### src/rtl/control_unit_mi.sv
// control_unit_mi
//   Multi-cycle sequencer for datapath_mi. Walks FETCH -> EXEC (-> MEM)
//   and decodes the instruction register into the datapath control word.
//   The control word and K are combinational from the current state, I
//   and alu_status, so they apply to the cycle they appear in.
//
// Ports
//   clk          system clock, rising edge
//   rst          asynchronous active-high reset
//   run          start request, only looked at in IDLE
//   I            instruction register contents from datapath_mi
//   alu_status   {N,Z,C,V} from datapath_mi
//   control_word {sl,il,pcl,mr,mw,b_sel,a_sel,en_alu,ci,FS[2:0],rw,SB,SA,DA}
//   K            8-bit immediate to the datapath
//   halted       set by HALT, cleared on the next IDLE->FETCH
//   state        current FSM state (debug)
module control_unit_mi #(
  parameter bit RESET_RUN = 1'b0
) (
  input  logic        clk,
  input  logic        rst,
  input  logic        run,
  input  logic [15:0] I,
  input  logic [3:0]  alu_status,
  output logic [21:0] control_word,
  output logic [7:0]  K,
  output logic        halted,
  output logic [1:0]  state
);

  typedef enum logic [1:0] {
    IDLE  = 2'b00,
    FETCH = 2'b01,
    EXEC  = 2'b10,
    MEM   = 2'b11
  } state_t;

  // Field layout mirrors control_word bit order, MSB first.
  typedef struct packed {
    logic       sl;
    logic       il;
    logic       pcl;
    logic       mr;
    logic       mw;
    logic       b_sel;
    logic       a_sel;
    logic       en_alu;
    logic       ci;
    logic [2:0] fs;
    logic       rw;
    logic [2:0] sb;
    logic [2:0] sa;
    logic [2:0] da;
  } ctrl_t;

  localparam logic [2:0] FS_AND  = 3'b000;
  localparam logic [2:0] FS_OR   = 3'b001;
  localparam logic [2:0] FS_ADD  = 3'b010;
  localparam logic [2:0] FS_SUB  = 3'b011;
  localparam logic [2:0] FS_SL   = 3'b100;
  localparam logic [2:0] FS_SR   = 3'b101;
  localparam logic [2:0] FS_XOR  = 3'b110;
  localparam logic [2:0] FS_PASS = 3'b111;

  state_t     cur, nxt;
  ctrl_t      cw;
  logic [7:0] k_c;
  logic       first_clk;   // high only in the first cycle after reset
  logic       halt_set;
  logic       go;
  logic       taken;

  wire [3:0] op    = I[15:12];
  wire [2:0] f_da  = I[11:9];
  wire [2:0] f_sa  = I[8:6];
  wire [2:0] f_sb  = I[5:3];
  wire [3:0] cond  = I[11:8];
  wire       st_n  = alu_status[3];
  wire       st_z  = alu_status[2];
  wire       st_c  = alu_status[1];
  wire       st_v  = alu_status[0];

  assign go = run || (RESET_RUN && first_clk);

  always_comb begin
    taken = 1'b0;
    case (cond)
      4'h0: taken = 1'b1;
      4'h1: taken = st_z;
      4'h2: taken = !st_z;
      4'h3: taken = st_c;
      4'h4: taken = !st_c;
      4'h5: taken = st_n;
      4'h6: taken = !st_n;
      4'h7: taken = st_v;
      4'h8: taken = !st_v;
      default: taken = 1'b0;
    endcase
  end

  always_comb begin
    cw       = '0;
    k_c      = '0;
    nxt      = cur;
    halt_set = 1'b0;
    case (cur)
      IDLE: if (go) nxt = FETCH;
      FETCH: begin
        // PC <- PC + 1 through the ALU while IR loads.
        cw.il = 1'b1; cw.pcl = 1'b1; cw.a_sel = 1'b1; cw.en_alu = 1'b1;
        cw.ci = 1'b1; cw.fs = FS_ADD; cw.sb = 3'b111;
        nxt = EXEC;
      end
      EXEC: begin
        nxt = FETCH;
        case (op)
          4'h0: ;
          4'h1: begin
            cw.b_sel = 1'b1; cw.en_alu = 1'b1; cw.fs = FS_PASS;
            cw.rw = 1'b1; cw.da = f_da; k_c = I[7:0];
          end
          4'h2, 4'h3, 4'h4, 4'h5, 4'h6, 4'h7, 4'h8: begin
            cw.en_alu = 1'b1; cw.rw = 1'b1; cw.sl = I[0];
            cw.da = f_da; cw.sa = f_sa; cw.sb = f_sb;
            case (op)
              4'h2: cw.fs = FS_ADD;
              4'h3: begin cw.fs = FS_SUB; cw.ci = 1'b1; end
              4'h4: cw.fs = FS_AND;
              4'h5: cw.fs = FS_OR;
              4'h6: cw.fs = FS_XOR;
              4'h7: cw.fs = FS_SL;
              default: cw.fs = FS_SR;
            endcase
          end
          4'h9: begin
            cw.mr = 1'b1; k_c = I[7:0];
            nxt = MEM;
          end
          4'hA: begin
            cw.mw = 1'b1; cw.sb = f_da; k_c = I[7:0];
          end
          4'hB: begin
            cw.pcl = 1'b1; cw.a_sel = 1'b1; cw.b_sel = 1'b1;
            cw.en_alu = 1'b1; cw.fs = FS_ADD; k_c = I[7:0];
          end
          4'hC: begin
            cw.pcl = 1'b1; cw.en_alu = 1'b1; cw.fs = FS_OR;
            cw.sa = f_da; cw.sb = f_da;
          end
          4'hD: if (taken) begin
            cw.pcl = 1'b1; cw.a_sel = 1'b1; cw.b_sel = 1'b1;
            cw.en_alu = 1'b1; cw.fs = FS_ADD; k_c = I[7:0];
          end
          4'hE: begin
            // PC already points at the next instruction; add with SB=7.
            cw.a_sel = 1'b1; cw.en_alu = 1'b1; cw.fs = FS_ADD;
            cw.sb = 3'b111; cw.rw = 1'b1; cw.da = f_da;
          end
          default: begin
            halt_set = 1'b1;
            nxt = IDLE;
          end
        endcase
      end
      MEM: begin
        cw.mr = 1'b1; cw.rw = 1'b1; cw.da = f_da; k_c = I[7:0];
        nxt = FETCH;
      end
      default: nxt = IDLE;
    endcase
  end

  always_ff @(posedge clk or posedge rst) begin
    if (rst) begin
      cur       <= IDLE;
      halted    <= 1'b0;
      first_clk <= 1'b1;
    end else begin
      cur       <= nxt;
      first_clk <= 1'b0;
      if (halt_set)
        halted <= 1'b1;
      else if (cur == IDLE && go)
        halted <= 1'b0;
    end
  end

  assign control_word = cw;
  assign K            = k_c;
  assign state        = cur;

endmodule
### config.mk
export PLATFORM = sky130hd
export DESIGN_NAME = control_unit_mi
export DESIGN_NICKNAME = d
export VERILOG_FILES = /design/src/rtl/control_unit_mi.sv
export SDC_FILE = /design/constraint.sdc
export NUM_CORES = 1
export LEC_CHECK = 0
export ABC_AREA = 1
export CAP_MARGIN = 15
export CORE_MARGIN = 2
export CORE_UTILIZATION = 38
export DETAILED_ROUTE_END_ITERATION = 12
export GPL_TIMING_DRIVEN = 0
export PLACE_DENSITY = 0.85
export SYNTH_ARGS = -nofsm -noshare
export SYNTH_HDL_FRONTEND = slang
export SYNTH_SLANG_ARGS = --single-unit
### constraint.sdc
create_clock -name clk -period 4.58 [get_ports clk]
set_clock_uncertainty 0.2 [all_clocks]
set_input_delay 0.916 -clock clk [delete_from_list [all_inputs] [get_ports clk]]
set_output_delay 0.916 -clock clk [all_outputs]
set_load 0.03 [all_outputs]
==> results of run 1 <==
[final cells by class]
cell class | instances | area (um^2) | share of cell area
well taps | 27 | 33.78 | 0.02406
multi-input cells | 114 | 586.8 | 0.4180
repair buffers | 55 | 550.5 | 0.3922
clock buffers | 4 | 26.28 | 0.01872
inverters | 32 | 120.1 | 0.08556
flip-flops and latches | 3 | 75.07 | 0.05348
plain buffers | 1 | 11.26 | 0.008021
[placed cells by master, fill, tap and decap left out, types with 3 or more instances in the layout]
master and count:
clkdlybuf4s50_1 55, nand2_1 32, inv_1 30, a21oi_1 18
nor2_1 15, nand3_1 12, o21ai_0 12, nor2_2 4
ha_1 4, nand2_2 3, clkbuf_4 3, dfrtp_1 3
[through the flow]
step,hold slack [ns],power [mW],cells
finish,0.2841,0.6897,236
floorplan,0.4696,0.3984,150
global placement,0.2640,0.6355,232
global route,0.3054,0.7288,236
CTS,0.2805,0.6931,236
detailed placement,0.2729,0.6410,232
[worst max path at each step]
stage / depth (start not counted) / to / from / slack, ns
final: 8 / control_word[6] / I[14] / 0.42
after global routing: 8 / control_word[3] / I[15] / 0.26
after CTS: 10 / K[2] / I[14] / 0.41
after detailed placement: 10 / K[2] / I[14] / 0.41
after global placement: 8 / control_word[6] / I[14] / 0.44
after floorplan: 6 / K[0] / I[13] / 1.09
[cells by family (layout without fill, tap and decap cells)]
group	after synthesis	after routing	share of synthesized area
AO/OA/AOI/OAI	37	37	0.2524
adder cells (fa/ha/maj)	4	4	0.06309
buffers and inverters	33	92	0.1656
flip-flops	3	3	0.09463
AND/OR/NAND/NOR	73	73	0.4243
[cells in the mapped netlist, drive strengths merged]
| cell type | instances | area [um^2] |
|---|---|---|
| a21o | 1 | 7.510 |
| a21oi | 20 | 107.6 |
| and3 | 1 | 6.260 |
| buf | 1 | 11.26 |
| dfrtp | 3 | 75.07 |
| ha | 4 | 50.05 |
| inv | 32 | 120.1 |
| nand2 | 37 | 161.4 |
| nand3 | 12 | 60.06 |
| nand3b | 1 | 7.510 |
| nor2 | 19 | 81.32 |
| nor3 | 3 | 20.02 |
| o21ai | 14 | 70.07 |
| o22ai | 1 | 6.260 |
| o41ai | 1 | 8.760 |
[registers in the layout, summed over array words and instances (netlist names)]
name and count:
state 2, halted 1
[layer usage]
metal	up-vias	share of wire	GRT usage
met4	0	0.011	0.05556
met5	-	0	0
met1	526	0.39	0.2412
li1	601	-	-
met3	4	0.061	0.02727
met2	47	0.54	0.4111
[where the power goes]
part / total (mW) / leakage, nW / internal, mW / switching, mW
Combinational: 0.599 / 0.661 / 0.235 / 0.364
Sequential: 0.0451 / 0.0382 / 0.0363 / 0.00882
Clock: 0.0458 / 0.0150 / 0.0326 / 0.0132
Total: 0.690 / 0.715 / 0.304 / 0.386
[worst register-to-register path, cell delays in order, from the launching register on]
cell     delay (ns)
dfrtp_1        0.40
inv_1          0.13
ha_1           0.21
buf_6          0.16
inv_1          0.07
nor3_1         0.35
o22ai_1        0.14
==> flow_summary_export.csv, run 1 <==
group,metric,value,unit
outcome,run_status,"finished clean",
worst_setup_path,critical_path.reg2reg.endpoint,"state[0]$_DFFE_PP0P_",
grt,grt_max_degree,11,
worst_setup_path,endpoint_kind_of_the_worst_setup_timing_path,"primary output",
timing,hold_violations,0,
die,floorplan.core_area,1962,um^2
clock_network,root_buf_cell,"clkbuf_4",
worst_setup_path,worst-endpoint-required,3.46,ns
grt,grt_pass1_wl,4312,um
drt,wire_per_inst,10.87,um
grt,antenna_found_initial,0,
logic_synthesis,syn-instance-count,150,
clock_network,clock_path_buffers,2,
timing,fin_tns_setup,0,ns
worst_setup_path,critical_path.max_stage_delay,0.70,ns
logic_synthesis,postSynthRegisterBits,3,
grt,first_global_vias,1085,
clock_network,post_cts_buffers,0,
worst_setup_path,worstPathBufferInverterCount,2,
pwr,power.static_leakage,0.7146,nW
grt,grt.overflow.total,0,
place,finalWeightedCongestion,0.8211,
die,floorplan.io_pins,56,
worst_setup_path,regToRegStartpoint,"state[0]$_DFFE_PP0P_",
die,die-height,49.69,um
drt,detail_route.iter0.violations,39,
drt,route.detailed.drc,0,
clock_network,cts_htree_levels,1,
layout,post-route-util,0.7156,
place,io_buffers,55,
layout,net_total_in_the_final_layout,237,
timing,finish_stage_setup_viols,0,
logic_synthesis,yosysUniqueCellTypes,22,
layout,num_antenna_cells,0,
layout,flow.area_growth_from_synthesis,76.97,%
timing,fin_ws,0.4227,ns
timing,final_period_minus_worst_setup_slack,4.157,ns
clock_network,gates_resized_cts_repair,0,
pwr,powerDensity,491.3,nW/um^2
timing,achievable-frequency,240.5,MHz
worst_hold_path,min_path_cells,1,
place,place_area,1378,um^2
clock_network,clkSlewWorstSetupHoldPaths,0.03,ns
drt,postRouteWirelength,2565,um
logic_synthesis,synth.yosys.warnings,0,
timing,worst-slew-pin-transition,0.3715,ns
worst_setup_path,worst_path_dominant_cell_family,"buffers and inverters",
pwr,ir_worst_vdd,0.2410,mV
worst_setup_path,critical_path_class,"in -> out",
worst_setup_path,timing.critical_path.cells,"clkdlybuf4s50_1, nand2_4, nor2_2, a21oi_1, o21ai_0, a21oi_1, o21ai_0, clkdlybuf4s50_1",
worst_hold_path,hp-class,"reg -> reg",
clock_network,tritoncts,"yes",
die,number_of_rows_created_at_floorplan,16,
die,die_w,49.69,um
worst_setup_path,setup.reg_to_reg.worst_slack,2.79,ns
clock_network,cts.sinks,3,
die,initial_core_util,0.4043,
worst_setup_path,worstPathMaxFanout,7,
worst_hold_path,min_to,"halted$_DFFE_PP0P_",
layout,final.fill_count,195,
clock_network,cts-hold-fix-buffers,0,
clock_network,clock_insertion_delay_worst_skew,0.23,ns
timing,min_period_over_period,0.9077,
logic_synthesis,syn-num-nets,177,
worst_setup_path,worstPathArrival,3.04,ns
flow_run,timing.max_cap.violations,0,
logic_synthesis,syn-mean-instance-area,5.288,um^2
layout,fin_area,1404,um^2
layout,layout-drive-gt1-share,0.08612,
logic_synthesis,synth.cell_area,793.3,um^2
clock_network,tritoncts.num_buffers,3,
drt,via_count,1178,
place,post-place-ws,0.4120,ns
drt,drtAntennaViolNets,0,
worst_setup_path,startpoint_type,"primary input",
worst_setup_path,worst_r2r_path_cells,6,
drt,drt_first_pass_iters,4,
worst_setup_path,slowest_stage,"clkdlybuf4s50_1",
die,fp.dieArea,2469,um^2
logic_synthesis,synth.yosys.seq_area_share,0.09464,
place,hpwlAfterDp,2197,um
grt,grt_use_total,0.2131,
timing,max_slew_margin,0.7504,
timing,report.final.slew_viol_count,0,
drt,via_density_per_instance,4.992,
timing,rsz0062_at_grt,"false",
worst_hold_path,worstHoldStart,"halted$_DFFE_PP0P_",
(Power assumes the default switching activity.)
==> inputs of run 2 (changes only) <==
--- a/config.mk
+++ b/config.mk
@@ -11,7 +11,8 @@
 export CORE_UTILIZATION = 38
 export DETAILED_ROUTE_END_ITERATION = 12
 export GPL_TIMING_DRIVEN = 0
-export PLACE_DENSITY = 0.85
+export PLACE_DENSITY = 0.87
+export SETUP_SLACK_MARGIN = 0.1
 export SYNTH_ARGS = -nofsm -noshare
 export SYNTH_HDL_FRONTEND = slang
 export SYNTH_SLANG_ARGS = --single-unit
==> flow_summary_export.csv, run 2 (same netlist as run 1, synthesis figures left out) <==
group,metric,value,unit
outcome,run_status,"finished clean",
drt,met1_length,1062,um
drt,route.met3.wl,153,um
timing,report.final.slew_viol_count,0,
drt,drtAntennaViolNets,0,
drt,route.detailed.drc,0,
pwr,clockPowerShare,0.069,
worst_hold_path,hp-class,"reg -> reg",
place,io_buffers,55,
worst_setup_path,slowest_stage,"clkdlybuf4s50_1",
worst_setup_path,worst-endpoint-required,3.46,ns
layout,largest_register_ff_count,2,
clock_network,clkSlewWorstSetupHoldPaths,0.03,ns
pwr,power.share.switching,0.5618,
worst_setup_path,regToRegStartpoint,"state[0]$_DFFE_PP0P_",
place,dpl.cell_count,232,
drt,postRouteWirelength,2704,um
grt,grt_use_total,0.2217,
grt,first_global_vias,1068,
clock_network,root_buf_cell,"clkbuf_4",
drt,via_count,1188,
clock_network,tritoncts,"yes",
drt,drt_first_pass_iters,4,
drt,dr_wl_met2,1457,um
flow_run,timing.max_cap.violations,0,
worst_setup_path,critical_path_class,"in -> out",
worst_hold_path,min_path_cells,1,
pwr,pwr-share-comb,0.866,
layout,most_common_cell_after_layout_fill_and_taps_aside,"clkdlybuf4s50_1",
grt,grt_max_degree,11,
timing,max_slew_margin,0.7793,
pwr,total_power,0.6942,mW
timing,achievable-frequency,234.9,MHz
pwr,power.sequential.fraction,0.065,
clock_network,tritoncts.num_buffers,3,
clock_network,gates_resized_cts_repair,0,
place,hpwlAfterDp,2313,um
clock_network,post_cts_buffers,0,
worst_setup_path,crit_path_start,"I[14]",
grt,grt_pass1_wl,4353,um
worst_setup_path,timing.critical_path.cells,"clkdlybuf4s50_1, nand2_4, nor2_2, a21oi_1, o21ai_0, a21oi_1, o21ai_0, clkdlybuf4s50_1",
pwr,power.static_leakage,0.7146,nW
die,floorplan.core_area,1962,um^2
layout,flow.area_growth_from_synthesis,76.97,%
place,finalWeightedCongestion,0.8107,
timing,fin_tns_setup,0,ns
die,initial_core_util,0.4043,
worst_setup_path,critical_path.max_stage_delay,0.71,ns
pwr,ir_worst_vdd,0.2798,mV
die,floorplan.io_pins,56,
drt,via_density_per_instance,5.034,
layout,layout-drive-gt1-share,0.08612,
die,number_of_rows_created_at_floorplan,16,
timing,hold_violations,0,
die,die_w,49.69,um
layout,commonest_cells_after_routing_fill_and_taps_aside,"clkdlybuf4s50_1 (55), nand2_1 (32), inv_1 (30)",
timing,final_period_minus_worst_setup_slack,4.257,ns
grt,grt.overflow.total,0,
drt,wire_per_inst,11.46,um
clock_network,cts_htree_levels,1,
clock_network,clock_insertion_delay_worst_skew,0.24,ns
pwr,power_switching,0.3900,mW
worst_hold_path,worstHoldStart,"halted$_DFFE_PP0P_",
layout,final.fill_count,199,
worst_setup_path,startpoint_type,"primary input",
worst_setup_path,worst_path_dominant_cell_family,"buffers and inverters",
worst_setup_path,endpoint_kind_of_the_worst_setup_timing_path,"primary output",
die,fp.dieArea,2469,um^2
drt,detail_route.iter0.violations,29,
layout,num_antenna_cells,0,
timing,rsz0062_at_grt,"false",
grt,antenna_found_initial,0,
clock_network,cts.sinks,3,
clock_network,cts-hold-fix-buffers,0,
worst_setup_path,worstPathArrival,3.14,ns
worst_setup_path,worstPathMaxFanout,7,
layout,net_total_in_the_final_layout,237,
timing,min_period_over_period,0.9294,
worst_setup_path,worstPathBufferInverterCount,2,
timing,finish_stage_setup_viols,0,
die,die-height,49.69,um
worst_setup_path,worst_path_depth,8,
worst_setup_path,worst_r2r_path_cells,6,
pwr,internal-power,0.3042,mW
timing,worst-slew-pin-transition,0.3300,ns
clock_network,clock_path_buffers,2,
layout,layoutNonFillerInstCount,236,
drt,top_layer_used,"met4",
pwr,powerDensity,494.5,nW/um^2
## run 2: path summary, 6_finish.rpt
check / end / slack [ns]
setup / recovery: control_word[8] / 0.32
hold / removal: halted$_DFFE_PP0P_ / 0.28
setup reg to reg: state[0]$_DFFE_PP0P_ / 2.93
hold reg to reg: halted$_DFFE_PP0P_ / 0.28
max in group asynchronous: state[1]$_DFFE_PP0P_ / 3.41
min in group asynchronous: state[0]$_DFFE_PP0P_ / 0.64
## run 2: area by class of cell
type / count / area, um^2 / area share
Sequential cell: 3 / 75.07 / 0.05348
Inverter: 32 / 120.1 / 0.08556
Timing Repair Buffer: 55 / 550.5 / 0.3922
Tap cell: 27 / 33.78 / 0.02406
Multi-Input combinational cell: 114 / 586.8 / 0.4180
Buffer: 1 / 11.26 / 0.008021
Clock buffer: 4 / 26.28 / 0.01872
## run 2: metal layers
layer  vias up  track usage
li1        597            -
met1       533       0.2421
met2        53       0.4311
met3         5      0.03030
met4         0      0.06944
met5         -            0
## run 2: worst reg2reg max path: stages (launching register included)
cell and delay (ns):
dfrtp_1 0.40, inv_1 0.12, ha_1 0.19, buf_6 0.16, inv_1 0.07, nor3_1 0.27
o22ai_1 0.11
## run 2: through the flow
step	utilization	hold slack [ns]	setup WS [ns]	instance area [um^2]
after floorplan	-	0.4696	1.094	793.3
after global placement	0.7022	0.2642	0.4387	1378
after detailed placement	0.7022	0.2775	0.3579	1378
after CTS	0.7156	0.2849	0.3661	1404
after global routing	0.7156	0.3134	0.2759	1404
final	0.7156	0.2757	0.3232	1404
## run 2: power groups by stage
stage               Sequential [mW]  Clock, mW  Combinational [mW]
floorplan                    0.0624          0               0.336
global placement             0.0453          0               0.590
detailed placement           0.0459          0               0.601
CTS                          0.0455     0.0479               0.602
global route                 0.0477     0.0481               0.633
finish                       0.0453     0.0480               0.601
